--- src/rtl/watch_pkg.sv ---
// Shared constants for the keypad time-setting controller: key codes, FSM states,
// per-digit limits and BCD field positions within the hh:mm:ss word.
package watch_pkg;
    localparam logic [3:0] KEY_STAR = 4'hE;
    localparam logic [3:0] KEY_HASH = 4'hF;

    typedef enum logic [1:0] {IDLE, ENTRY, CONFIRM, LOAD} state_t;

    localparam logic [3:0] LIM_H_TEN    = 4'd2;
    localparam logic [3:0] LIM_H_ONE    = 4'd9;
    localparam logic [3:0] LIM_H_ONE_20 = 4'd3;
    localparam logic [3:0] LIM_M_TEN    = 4'd5;
    localparam logic [3:0] LIM_M_ONE    = 4'd9;
    localparam logic [3:0] LIM_S_TEN    = 4'd5;
    localparam logic [3:0] LIM_S_ONE    = 4'd9;

    localparam int H_TEN_LSB = 20;
    localparam int H_ONE_LSB = 16;
    localparam int M_TEN_LSB = 12;
    localparam int M_ONE_LSB = 8;
    localparam int S_TEN_LSB = 4;
    localparam int S_ONE_LSB = 0;

    // Edit position 0 is the most significant nibble (h_ten).
    function automatic logic [4:0] digit_lsb(input logic [2:0] pos);
        return 5'(H_TEN_LSB - 4 * int'(pos));
    endfunction
endpackage

--- src/rtl/watch_digit_check.sv ---
// Combinational range check of one BCD digit against its position's limit.
module watch_digit_check
    import watch_pkg::*;
(
    input  logic [2:0] i_pos,
    input  logic [3:0] i_digit,
    input  logic [3:0] i_h_ten,
    output logic       o_ok
);
    logic [3:0] w_lim;
    logic       w_pos_ok;

    always_comb begin
        w_lim    = 4'd0;
        w_pos_ok = 1'b1;
        case (i_pos)
            3'd0:    w_lim = LIM_H_TEN;
            3'd1:    w_lim = (i_h_ten == 4'd2) ? LIM_H_ONE_20 : LIM_H_ONE;
            3'd2:    w_lim = LIM_M_TEN;
            3'd3:    w_lim = LIM_M_ONE;
            3'd4:    w_lim = LIM_S_TEN;
            3'd5:    w_lim = LIM_S_ONE;
            default: w_pos_ok = 1'b0;
        endcase
    end

    assign o_ok = w_pos_ok && (i_digit <= w_lim);
endmodule

--- src/rtl/watch_set_ctrl.sv ---
// Keypad-driven hh:mm:ss setting controller: shadow entry, validation, freeze,
// commit load strobe, plus display select and blink mask for the scan logic.
module watch_set_ctrl
    import watch_pkg::*;
#(
    parameter int CLK_HZ        = 1000,
    parameter int TIMEOUT_S     = 10,
    parameter int BLINK_HALF_MS = 250
) (
    input  logic        clk,
    input  logic        rst,
    input  logic [3:0]  i_key_code,
    input  logic        i_key_valid,
    input  logic [23:0] i_cur_time,
    output logic        o_set_active,
    output logic        o_pause,
    output logic        o_load_pulse,
    output logic [23:0] o_load_time,
    output logic [23:0] o_disp_time,
    output logic [2:0]  o_edit_pos,
    output logic [5:0]  o_blink_mask,
    output logic        o_entry_err
);
    localparam int TO_CYC = TIMEOUT_S * CLK_HZ;
    localparam int TO_W   = (TO_CYC > 1) ? $clog2(TO_CYC) : 1;
    localparam int BL_CYC = BLINK_HALF_MS * CLK_HZ / 1000;
    localparam int BL_W   = (BL_CYC > 1) ? $clog2(BL_CYC) : 1;

    state_t           r_state;
    logic [23:0]      r_shadow;
    logic [2:0]       r_pos;
    logic [TO_W-1:0]  r_to_cnt;
    logic [BL_W-1:0]  r_bl_cnt;
    logic             r_phase;
    logic             r_kv, r_kv_q;
    logic [3:0]       r_code;
    logic             r_load_pulse, r_entry_err;

    logic             w_is_digit, w_evt, w_digit_ok, w_hours_ok, w_h_one_ok;
    logic [4:0]       w_lsb;

    // A-D never produce an event, so they neither error nor restart the timeout.
    assign w_is_digit = (r_code <= 4'd9);
    assign w_evt      = r_kv && !r_kv_q &&
                        (w_is_digit || r_code == KEY_STAR || r_code == KEY_HASH);
    assign w_lsb      = digit_lsb(r_pos);

    watch_digit_check u_entry_chk (
        .i_pos   (r_pos),
        .i_digit (r_code),
        .i_h_ten (r_shadow[H_TEN_LSB +: 4]),
        .o_ok    (w_digit_ok)
    );

    watch_digit_check u_hours_chk (
        .i_pos   (3'd1),
        .i_digit (r_shadow[H_ONE_LSB +: 4]),
        .i_h_ten (r_shadow[H_TEN_LSB +: 4]),
        .o_ok    (w_h_one_ok)
    );

    assign w_hours_ok = w_h_one_ok && (r_shadow[H_TEN_LSB +: 4] <= LIM_H_TEN);

    always_ff @(posedge clk or posedge rst) begin
        if (rst) begin
            r_kv   <= 1'b0;
            r_kv_q <= 1'b0;
            r_code <= 4'd0;
        end else begin
            r_kv   <= i_key_valid;
            r_kv_q <= r_kv;
            r_code <= i_key_code;
        end
    end

    always_ff @(posedge clk or posedge rst) begin
        if (rst) begin
            r_state      <= IDLE;
            r_shadow     <= 24'd0;
            r_pos        <= 3'd0;
            r_to_cnt     <= '0;
            r_bl_cnt     <= '0;
            r_phase      <= 1'b0;
            r_load_pulse <= 1'b0;
            r_entry_err  <= 1'b0;
        end else begin
            r_load_pulse <= 1'b0;
            r_entry_err  <= 1'b0;

            if (r_bl_cnt == BL_W'(BL_CYC - 1)) begin
                r_bl_cnt <= '0;
                r_phase  <= !r_phase;
            end else begin
                r_bl_cnt <= r_bl_cnt + 1'b1;
            end

            case (r_state)
                IDLE: begin
                    r_to_cnt <= '0;
                    if (w_evt && r_code == KEY_STAR) begin
                        r_shadow <= i_cur_time;
                        r_pos    <= 3'd0;
                        r_state  <= ENTRY;
                        r_bl_cnt <= '0;
                        r_phase  <= 1'b0;
                    end
                end
                ENTRY, CONFIRM: begin
                    if (w_evt) begin
                        r_to_cnt <= '0;
                        if (r_code == KEY_HASH) begin
                            if (w_hours_ok) begin
                                r_state      <= LOAD;
                                r_load_pulse <= 1'b1;
                            end else begin
                                r_entry_err  <= 1'b1;
                            end
                        end else if (r_state == CONFIRM) begin
                            if (r_code == KEY_STAR) begin
                                r_state  <= ENTRY;
                                r_pos    <= 3'd5;
                                r_bl_cnt <= '0;
                                r_phase  <= 1'b0;
                            end
                        end else if (r_code == KEY_STAR) begin
                            if (r_pos != 3'd0) r_pos   <= r_pos - 1'b1;
                            else               r_state <= IDLE;
                        end else if (w_digit_ok) begin
                            r_shadow[w_lsb +: 4] <= r_code;
                            if (r_pos == 3'd5) r_state <= CONFIRM;
                            else               r_pos   <= r_pos + 1'b1;
                        end else begin
                            r_entry_err <= 1'b1;
                        end
                    end else if (r_to_cnt == TO_W'(TO_CYC - 1)) begin
                        r_to_cnt <= '0;
                        r_state  <= IDLE;
                    end else begin
                        r_to_cnt <= r_to_cnt + 1'b1;
                    end
                end
                LOAD: begin
                    r_to_cnt <= '0;
                    r_pos    <= 3'd0;
                    r_state  <= IDLE;
                end
                default: r_state <= IDLE;
            endcase
        end
    end

    always_comb begin
        o_blink_mask = 6'd0;
        o_edit_pos   = 3'd0;
        case (r_state)
            ENTRY: begin
                o_blink_mask = 6'(r_phase) << (3'd5 - r_pos);
                o_edit_pos   = r_pos;
            end
            CONFIRM: begin
                o_blink_mask = {6{r_phase}};
                o_edit_pos   = 3'd6;
            end
            default: ;
        endcase
    end

    assign o_set_active = (r_state != IDLE);
    assign o_pause      = o_set_active;
    assign o_load_pulse = r_load_pulse;
    assign o_load_time  = r_shadow;
    assign o_disp_time  = o_set_active ? r_shadow : i_cur_time;
    assign o_entry_err  = r_entry_err;
endmodule
--- config.mk ---
export PLATFORM = sky130hd
export DESIGN_NAME = watch_set_ctrl
export DESIGN_NICKNAME = d
export VERILOG_FILES = /design/src/rtl/watch_pkg.sv /design/src/rtl/watch_digit_check.sv /design/src/rtl/watch_set_ctrl.sv
export SDC_FILE = /design/constraint.sdc
export NUM_CORES = 1
export LEC_CHECK = 0
export ABC_AREA = 1
export CELL_PAD_IN_SITES_DETAIL_PLACEMENT = 1
export CELL_PAD_IN_SITES_GLOBAL_PLACEMENT = 1
export CORE_ASPECT_RATIO = 1.4
export CORE_UTILIZATION = 37
export CTS_CLUSTER_SIZE = 16
export DETAILED_ROUTE_END_ITERATION = 10
export PLACE_DENSITY_LB_ADDON = 0.1
export SYNTH_ARGS = -nofsm -noshare
export SYNTH_HDL_FRONTEND = slang
export SYNTH_SLANG_ARGS = --single-unit
--- constraint.sdc ---
create_clock -name clk -period 3.2 [get_ports clk]
set_clock_uncertainty 0.15 [all_clocks]
set_input_delay 0.64 -clock clk [delete_from_list [all_inputs] [get_ports clk]]
set_output_delay 0.64 -clock clk [all_outputs]
set_load 0.02 [all_outputs]
==> Yosys cells after proc, flatten, opt, wreduce, memory -nomap -nowiden <==
Index checks and enable logic that the tools add are counted.
{ "word_totals": {"latch_bits": 0, "register_bits": 60, "ram_bits": 0, "mem_bits_ro": 0, "mem_count": 0, "in_bits": 31} }
{ "op_classes": {"shifts": 3, "add_sub_neg": 7, "n_bitwise": 0, "mul": 0, "n_div": 0, "reduce_logical": 22, "muxes": 64, "n_eq_ne": 29, "order_cmp": 4} }
{ "ops": {"columns": ["op", "n"], "rows": [
  ["24-bit two-way mux", 7],
  ["8-bit two-way mux", 6],
  ["24-bit one-hot mux with 2 select lines", 1],
  ["14-bit two-way mux", 2],
  ["14-bit one-hot mux with 2 select lines", 1],
  ["3-bit two-way mux", 9],
  ["24-bit bitwise mux", 1],
  ["4-bit by 7-bit variable shift with 24-bit output (first input constant)", 1],
  ["4-bit by 7-bit variable part select with 24-bit output", 1],
  ["2-bit two-way mux", 11],
  ["7-bit AND reduction", 3],
  ["1-bit two-way mux", 18],
  ["4-bit one-hot mux with 4 select lines", 1],
  ["8-bit one-hot mux with 2 select lines", 1],
  ["14-bit by 1-bit adder with 14-bit output (second input constant)", 1],
  ["14-bit == test (second input constant)", 1],
  ["6-bit one-hot mux with 2 select lines", 1],
  ["2-bit inequality test (second input constant)", 5],
  ["5-bit inequality test (second input constant)", 2],
  ["3-bit inequality test (second input constant)", 3],
  ["3-bit one-hot mux with 3 select lines", 1],
  ["8-bit by 1-bit adder with 8-bit output (second input constant)", 1],
  ["4-bit == test (second input constant)", 2],
  ["8-bit == test (second input constant)", 1],
  ["33 further kinds", 48]
]} }

==> Longest topological paths before layout <==
{ "depth": {"ltp_word": 11, "depth_mapped": 18} }

==> Modules after synthesis <==
A second synthesis with hierarchy kept.
{ "hier_totals": {"cells_unflattened": 626, "hier_area_um2": 4413.0} }
{ "modules_own_cells": {"columns": ["mod", "area_each_um2", "instances", "cells_per_inst", "seq_area_each_um2"], "rows": [
  ["watch_set_ctrl", 4048.9, 1, 559, 1501.4],
  ["watch_digit_check (u_hours_chk)", 185.2, 1, 34, 0.0],
  ["watch_digit_check (u_entry_chk)", 178.9, 1, 33, 0.0]
]} }

==> Worst setup path before layout <==
Ideal clock, no wire load.
{ "synth_path": {"path_type": "reg2reg", "start": "register r_pos[0]", "end": "register r_shadow[17] (netlist: o_load_time[17])", "n_path_buf": 1, "setup_ns": 0.119, "synth_period_minus_slack_ns": 2.764, "stages_incl_launch_ff": 18, "arrival_time_ns": 2.495, "path_slack_ns": 0.436, "cell_sequence": "dfrtp_1 inv_2 clkbuf_1 ha_1 nand2_1 o21ai_0 inv_1 ha_1 nand2_1 nand2_1 nand2_1 nand2_1 nand2_1 nand2_2 nand2_2 nand4_4 nand2_1 nand2_1"} }
{ "synth_via": {"elab_chain_cells": 10} }
{ "synth_lines": {"columns": ["element", "line_no", "text"], "rows": [
  ["start, declared", "watch_set_ctrl.sv:31", "logic [2:0] r_pos;"],
  ["start signal, assigned", "watch_set_ctrl.sv:126", "if (r_pos != 3'd0) r_pos <= r_pos - 1'b1;"],
  ["start signal, assigned", "watch_set_ctrl.sv:131", "else r_pos <= r_pos + 1'b1;"],
  ["5-bit subtractor", "watch_pkg.sv:26", "return 5'(H_TEN_LSB - 4 * int'(pos));"],
  ["5-bit negation with 7-bit output", "watch_set_ctrl.sv:129", "r_shadow[w_lsb +: 4] <= r_code;"],
  ["4-bit by 7-bit variable part select with 24-bit output or 4-bit by 7-bit variable shift with 24-bit output (tied branches)", "watch_set_ctrl.sv:129", null],
  ["24-bit bitwise mux", "watch_set_ctrl.sv:129", null],
  ["24-bit two-way mux", "watch_set_ctrl.sv:128", "end else if (w_digit_ok) begin"],
  ["24-bit two-way mux", "watch_set_ctrl.sv:125", "end else if (r_code == KEY_STAR) begin"],
  ["24-bit two-way mux", "watch_set_ctrl.sv:118", "end else if (r_state == CONFIRM) begin"],
  ["24-bit two-way mux", "watch_set_ctrl.sv:111", "if (r_code == KEY_HASH) begin"],
  ["24-bit two-way mux", "watch_set_ctrl.sv:109", "if (w_evt) begin"],
  ["24-bit one-hot mux with 2 select lines", "watch_set_ctrl.sv:97", "case (r_state)"],
  ["end signal, assigned", "watch_set_ctrl.sv:101", "r_shadow <= i_cur_time;"],
  ["end signal, assigned by index", "watch_set_ctrl.sv:129", null],
  ["end, declared", "watch_set_ctrl.sv:30", "logic [23:0] r_shadow;"]
]} }
Parallel ways exist; a longest one is shown, timed or not. The select of a mux whose other input is x is not followed.
A chain may end at the register's enable or synchronous reset.

==> Final worst setup path <==
{ "layout_path": {"start": "register r_pos[1]", "end": "output port o_blink_mask[0]"} }
{ "layout_via": {"elab_chain_cells": 3} }
{ "layout_lines": {"columns": ["element", "line_no", "text"], "rows": [
  ["3-bit subtractor", "watch_set_ctrl.sv:157", "o_blink_mask = 6'(r_phase) << (3'd5 - r_pos);"],
  ["1-bit by 3-bit left shift with 6-bit output", "watch_set_ctrl.sv:157", null],
  ["6-bit one-hot mux with 2 select lines", "watch_set_ctrl.sv:155", "case (r_state)"],
  ["end, declared", "watch_set_ctrl.sv:21", "output logic [5:0] o_blink_mask,"]
]} }
Every way passes these cells.

==> results.sh <==
export IMPL_p_leak_uw=0.00272
export IMPL_post_cts_buffers=0
export IMPL_cts_htree_levels=3
export IMPL_floorplan_die_height_um=131
export IMPL_post_route_min_period_ps=3040
export IMPL_setup_tns_final_ps=0
export IMPL_clock_root_cell="sky130_fd_sc_hd__clkbuf_16"
export IMPL_slowest_stage="sky130_fd_sc_hd__clkdlybuf4s50_1"
export IMPL_max_freq_mhz=329
export IMPL_place_ws_ps=378
export IMPL_start_util_pct=38.3
export IMPL_asyncSetResetFlopFracSynth_pct=100
export IMPL_placement_io_buffers=91
export IMPL_synth_warnings=0
export IMPL_number_of_inserted_filler_cells_in_the_final_layout=1427
export IMPL_cpLargestDelayFamily="buffers and inverters"
export IMPL_final_design_area_no_fill_mm2=0.00575
export IMPL_wire_length_of_the_first_global_routing_pass_um=22700
export IMPL_synth_nets=648
export IMPL_worst_endpoint_required_ps=2410
export IMPL_synth_area_leader_cell="sky130_fd_sc_hd__dfrtp_1"
export IMPL_die_w_um=93.8
export IMPL_crit_fanout=6
export IMPL_detail_route_antenna_nets=0
export IMPL_routabilityCongestion=0.843
export IMPL_synth_enable_flop_cells=0
export IMPL_design_die_area_mm2=0.0123
export IMPL_antenna_found_initial=0
export IMPL_syn_cell_area_mm2=0.00437
export IMPL_grt_remaining_overflow=0
export IMPL_pwr_density_cell_mw_per_mm2=998
export IMPL_crit_chain="inv_1 > ha_1 > nor2_2 > nand2_1 > a21oi_1 > clkdlybuf4s50_1"
export IMPL_setup_viol=0
export IMPL_synth_top_cell_area_share_pct=34.4
export IMPL_unrepaired_setup_endpoints_after_global_routing="false"
export IMPL_place_area_mm2=0.00546
export IMPL_setup_worst_path_class="reg -> out"
export IMPL_min_delay_path_class="reg -> reg"
export IMPL_post_synth_inst_count=594
export IMPL_detail_route_vias_per_cell=5.26
export IMPL_holdBufCountCts=0
export IMPL_antenna_cells_inserted=0
export IMPL_fp_row_count=46
export IMPL_drt_iter0_drc=121
export IMPL_endpoint_class_of_the_critical_path="output pin"
export IMPL_vias=4404
export IMPL_worst_endpoint_arrival_ps=2250
export IMPL_synth_flop_cell="sky130_fd_sc_hd__dfrtp_1"
export IMPL_seq_area_frac_synth_pct=34.4
export IMPL_ratio_of_cells_with_drive_above_1_in_the_final_layout_pct=12.0
export IMPL_boundaryPins=92
export IMPL_max_slew_worst_pin_slew_ps=624
export IMPL_clock_insertion_delay_worst_skew_ps=340
export IMPL_slew_headroom_pct=58.3
export IMPL_cts_tree="built"
export IMPL_total_drc_errors_in_the_routed_layout=0
export IMPL_nNetsFinal=742
export IMPL_dp_hpwl_um=10200
export IMPL_post_synth_main_area_contributors="sky130_fd_sc_hd__dfrtp_1 (34%), sky130_fd_sc_hd__nand2_1 (17%), sky130_fd_sc_hd__ha_1 (6.6%)"
export IMPL_max_transition_viols_final=0
export IMPL_cp_start_kind="flop"
export IMPL_flow_area_growth_from_synthesis_pct=31.7
export IMPL_total_routed_length_um=13400
export IMPL_maxCapViolations=0
export IMPL_cts_path_max_buffers=2
export IMPL_critPathBufInv=2
export IMPL_avgSynthCellArea_um2=7.36
export IMPL_synth_seq_cells=60
export IMPL_route_detailed_wl_per_inst_um=16.0
export IMPL_tritoncts_num_sinks=60
export IMPL_fin_ws_ps=157
export IMPL_postLayoutCoreUtil_pct=50.5
export IMPL_cpPeakStageDelay_ps=620
export IMPL_run_status="finished clean"
export IMPL_clk_transition_reported_paths_ps=50
export IMPL_first_pass_iters=4
export IMPL_timing_hold_violations_final=0
export IMPL_largest_net_degree_at_the_start_of_global_routing=34
export IMPL_grtUsageTotal_pct=24.0
export IMPL_grt_pass1_vias=4666
export IMPL_coreArea_mm2=0.0114
export IMPL_finalPower_uw=5740
export IMPL_vdd_drop_max_v=0.000419
export IMPL_post_synth_num_cell_types=39
export IMPL_post_route_period_util_pct=95.1
export IMPL_numCtsBuffers=9
## kinds of logic (layout without fill, tap and decap cells)
logic type / after synthesis / in the layout / share of synthesized area (%)
AND/OR/NAND/NOR: 350 / 350 / 39.1
buffers and inverters: 81 / 180 / 8.02
XOR/XNOR: 3 / 3 / 0.601
AO/OA/AOI/OAI: 76 / 76 / 11.1
adder cells (fa/ha/maj): 23 / 23 / 6.59
multiplexers: 1 / 1 / 0.229
flip-flops: 60 / 60 / 34.4
## registers in the layout (all words and copies together), names as in the netlist, 2 cells and up
register and count:
o_load_time 24, r_bl_cnt 8, r_code 4, r_pos 3, r_state 2, r_to_cnt 14
## path summary, 6_finish.rpt
check                                               to  cells past startpoint                   from  slack [ps]
max in group asynchronous          r_code[0]$_DFF_PP0_                      3                    rst        1730
hold reg to reg                  r_to_cnt[0]$_DFF_PP0_                      1  r_to_cnt[0]$_DFF_PP0_         310
setup reg to reg           o_load_time[16]$_DFFE_PP0P_                     16   r_pos[0]$_DFFE_PP0P_         360
setup / recovery                       o_blink_mask[0]                      6   r_pos[1]$_DFFE_PP0P_         160
hold / removal                   r_to_cnt[0]$_DFF_PP0_                      1  r_to_cnt[0]$_DFF_PP0_         310
min in group asynchronous  o_load_time[16]$_DFFE_PP0P_                      2                    rst         570
## placed cells by master, fill, tap and decap left out, types with 2 or more instances in the layout
cell type / n
sky130_fd_sc_hd__a21oi_1: 15
sky130_fd_sc_hd__a21oi_4: 3
sky130_fd_sc_hd__inv_2: 10
sky130_fd_sc_hd__nand2_1: 194
sky130_fd_sc_hd__nor3_1: 9
sky130_fd_sc_hd__a21oi_2: 5
sky130_fd_sc_hd__nand4_4: 7
sky130_fd_sc_hd__xor2_1: 3
sky130_fd_sc_hd__o21bai_1: 2
sky130_fd_sc_hd__inv_1: 51
sky130_fd_sc_hd__o21ai_2: 6
sky130_fd_sc_hd__nand2_2: 9
sky130_fd_sc_hd__dfrtp_1: 60
sky130_fd_sc_hd__ha_1: 23
sky130_fd_sc_hd__clkdlybuf4s50_1: 88
sky130_fd_sc_hd__buf_4: 8
sky130_fd_sc_hd__dlymetal6s2s_1: 3
sky130_fd_sc_hd__o21ai_0: 26
sky130_fd_sc_hd__o21ai_1: 6
sky130_fd_sc_hd__clkbuf_1: 2
sky130_fd_sc_hd__and3_1: 2
sky130_fd_sc_hd__nor2_4: 4
sky130_fd_sc_hd__clkbuf_16: 9
sky130_fd_sc_hd__nor3b_1: 3
sky130_fd_sc_hd__nand3_2: 2
sky130_fd_sc_hd__o22ai_1: 10
sky130_fd_sc_hd__nand3_1: 28
sky130_fd_sc_hd__nand2_4: 4
sky130_fd_sc_hd__nor2_1: 42
sky130_fd_sc_hd__nand4_1: 39
sky130_fd_sc_hd__nor2_2: 5
sky130_fd_sc_hd__buf_12: 2
sky130_fd_sc_hd__clkinv_2: 3
## through the flow
| step | hold WS, ps | cells |
|---|---|---|
| after global routing | 328 | 837 |
| after floorplan | 275 | 594 |
| after global placement | 290 | 821 |
| after CTS | 317 | 837 |
| after detailed placement | 296 | 821 |
| final | 312 | 837 |
## layout make-up
class	instances	area (um2)	area share (%)
inverters	62	238	4.13
multi-input cells	453	2520	43.8
well taps	144	180	3.13
repair buffers	102	1030	17.9
clock inverters	5	52.6	0.913
clock buffers	11	233	4.04
flip-flops and latches	60	1500	26.1
## metal layers
metal | up-vias | global-route usage [%] | part of all wire [%]
met5 | - | 0 | 0
met4 | 0 | 10.9 | 3.1
met3 | 29 | 3.70 | 3.0
met2 | 81 | 43.4 | 53
met1 | 2138 | 27.7 | 41
li1 | 2156 | - | -
## worst reg2reg max path: stages (launching register included)
cell	delay (ps)
sky130_fd_sc_hd__dfrtp_1	560
sky130_fd_sc_hd__inv_2	130
sky130_fd_sc_hd__ha_1	280
sky130_fd_sc_hd__nand2_1	160
sky130_fd_sc_hd__o21ai_0	110
sky130_fd_sc_hd__inv_1	70
sky130_fd_sc_hd__ha_1	240
sky130_fd_sc_hd__nand2_1	80
sky130_fd_sc_hd__nand2_1	40
sky130_fd_sc_hd__nand2_1	50
sky130_fd_sc_hd__nand2_1	40
sky130_fd_sc_hd__nand2_1	60
sky130_fd_sc_hd__nand2_2	100
sky130_fd_sc_hd__nand2_2	320
sky130_fd_sc_hd__nand4_4	170
sky130_fd_sc_hd__nand2_1	90
sky130_fd_sc_hd__nand2_1	60
## report_power, final
part	total (uW)	leakage [uW]	switching, uW	internal (uW)
registers	1170	0.000785	203	962
clock network	956	0.000139	357	599
logic	3620	0.00180	2280	1340
## repair_timing
item | 4_1_cts | 5_1_grt
pin swaps | 0 | 0
setup endpoints to repair | 1 | 9
gates resized for setup | 1 | 4
## synth_stat cells (all sizes together) (2+ instances only)
cell and n:
nand4 46, xor2 3, ha 23, o22ai 10
clkbuf 7, nor3b 3, nor2 51, dfrtp 60
nor3 10, buf 12, o21bai 2, and3 2
inv 61, nand3 30, a21oi 23, nand2 207
o21ai 38
Note: power is estimated with default switching activity, not from simulation.
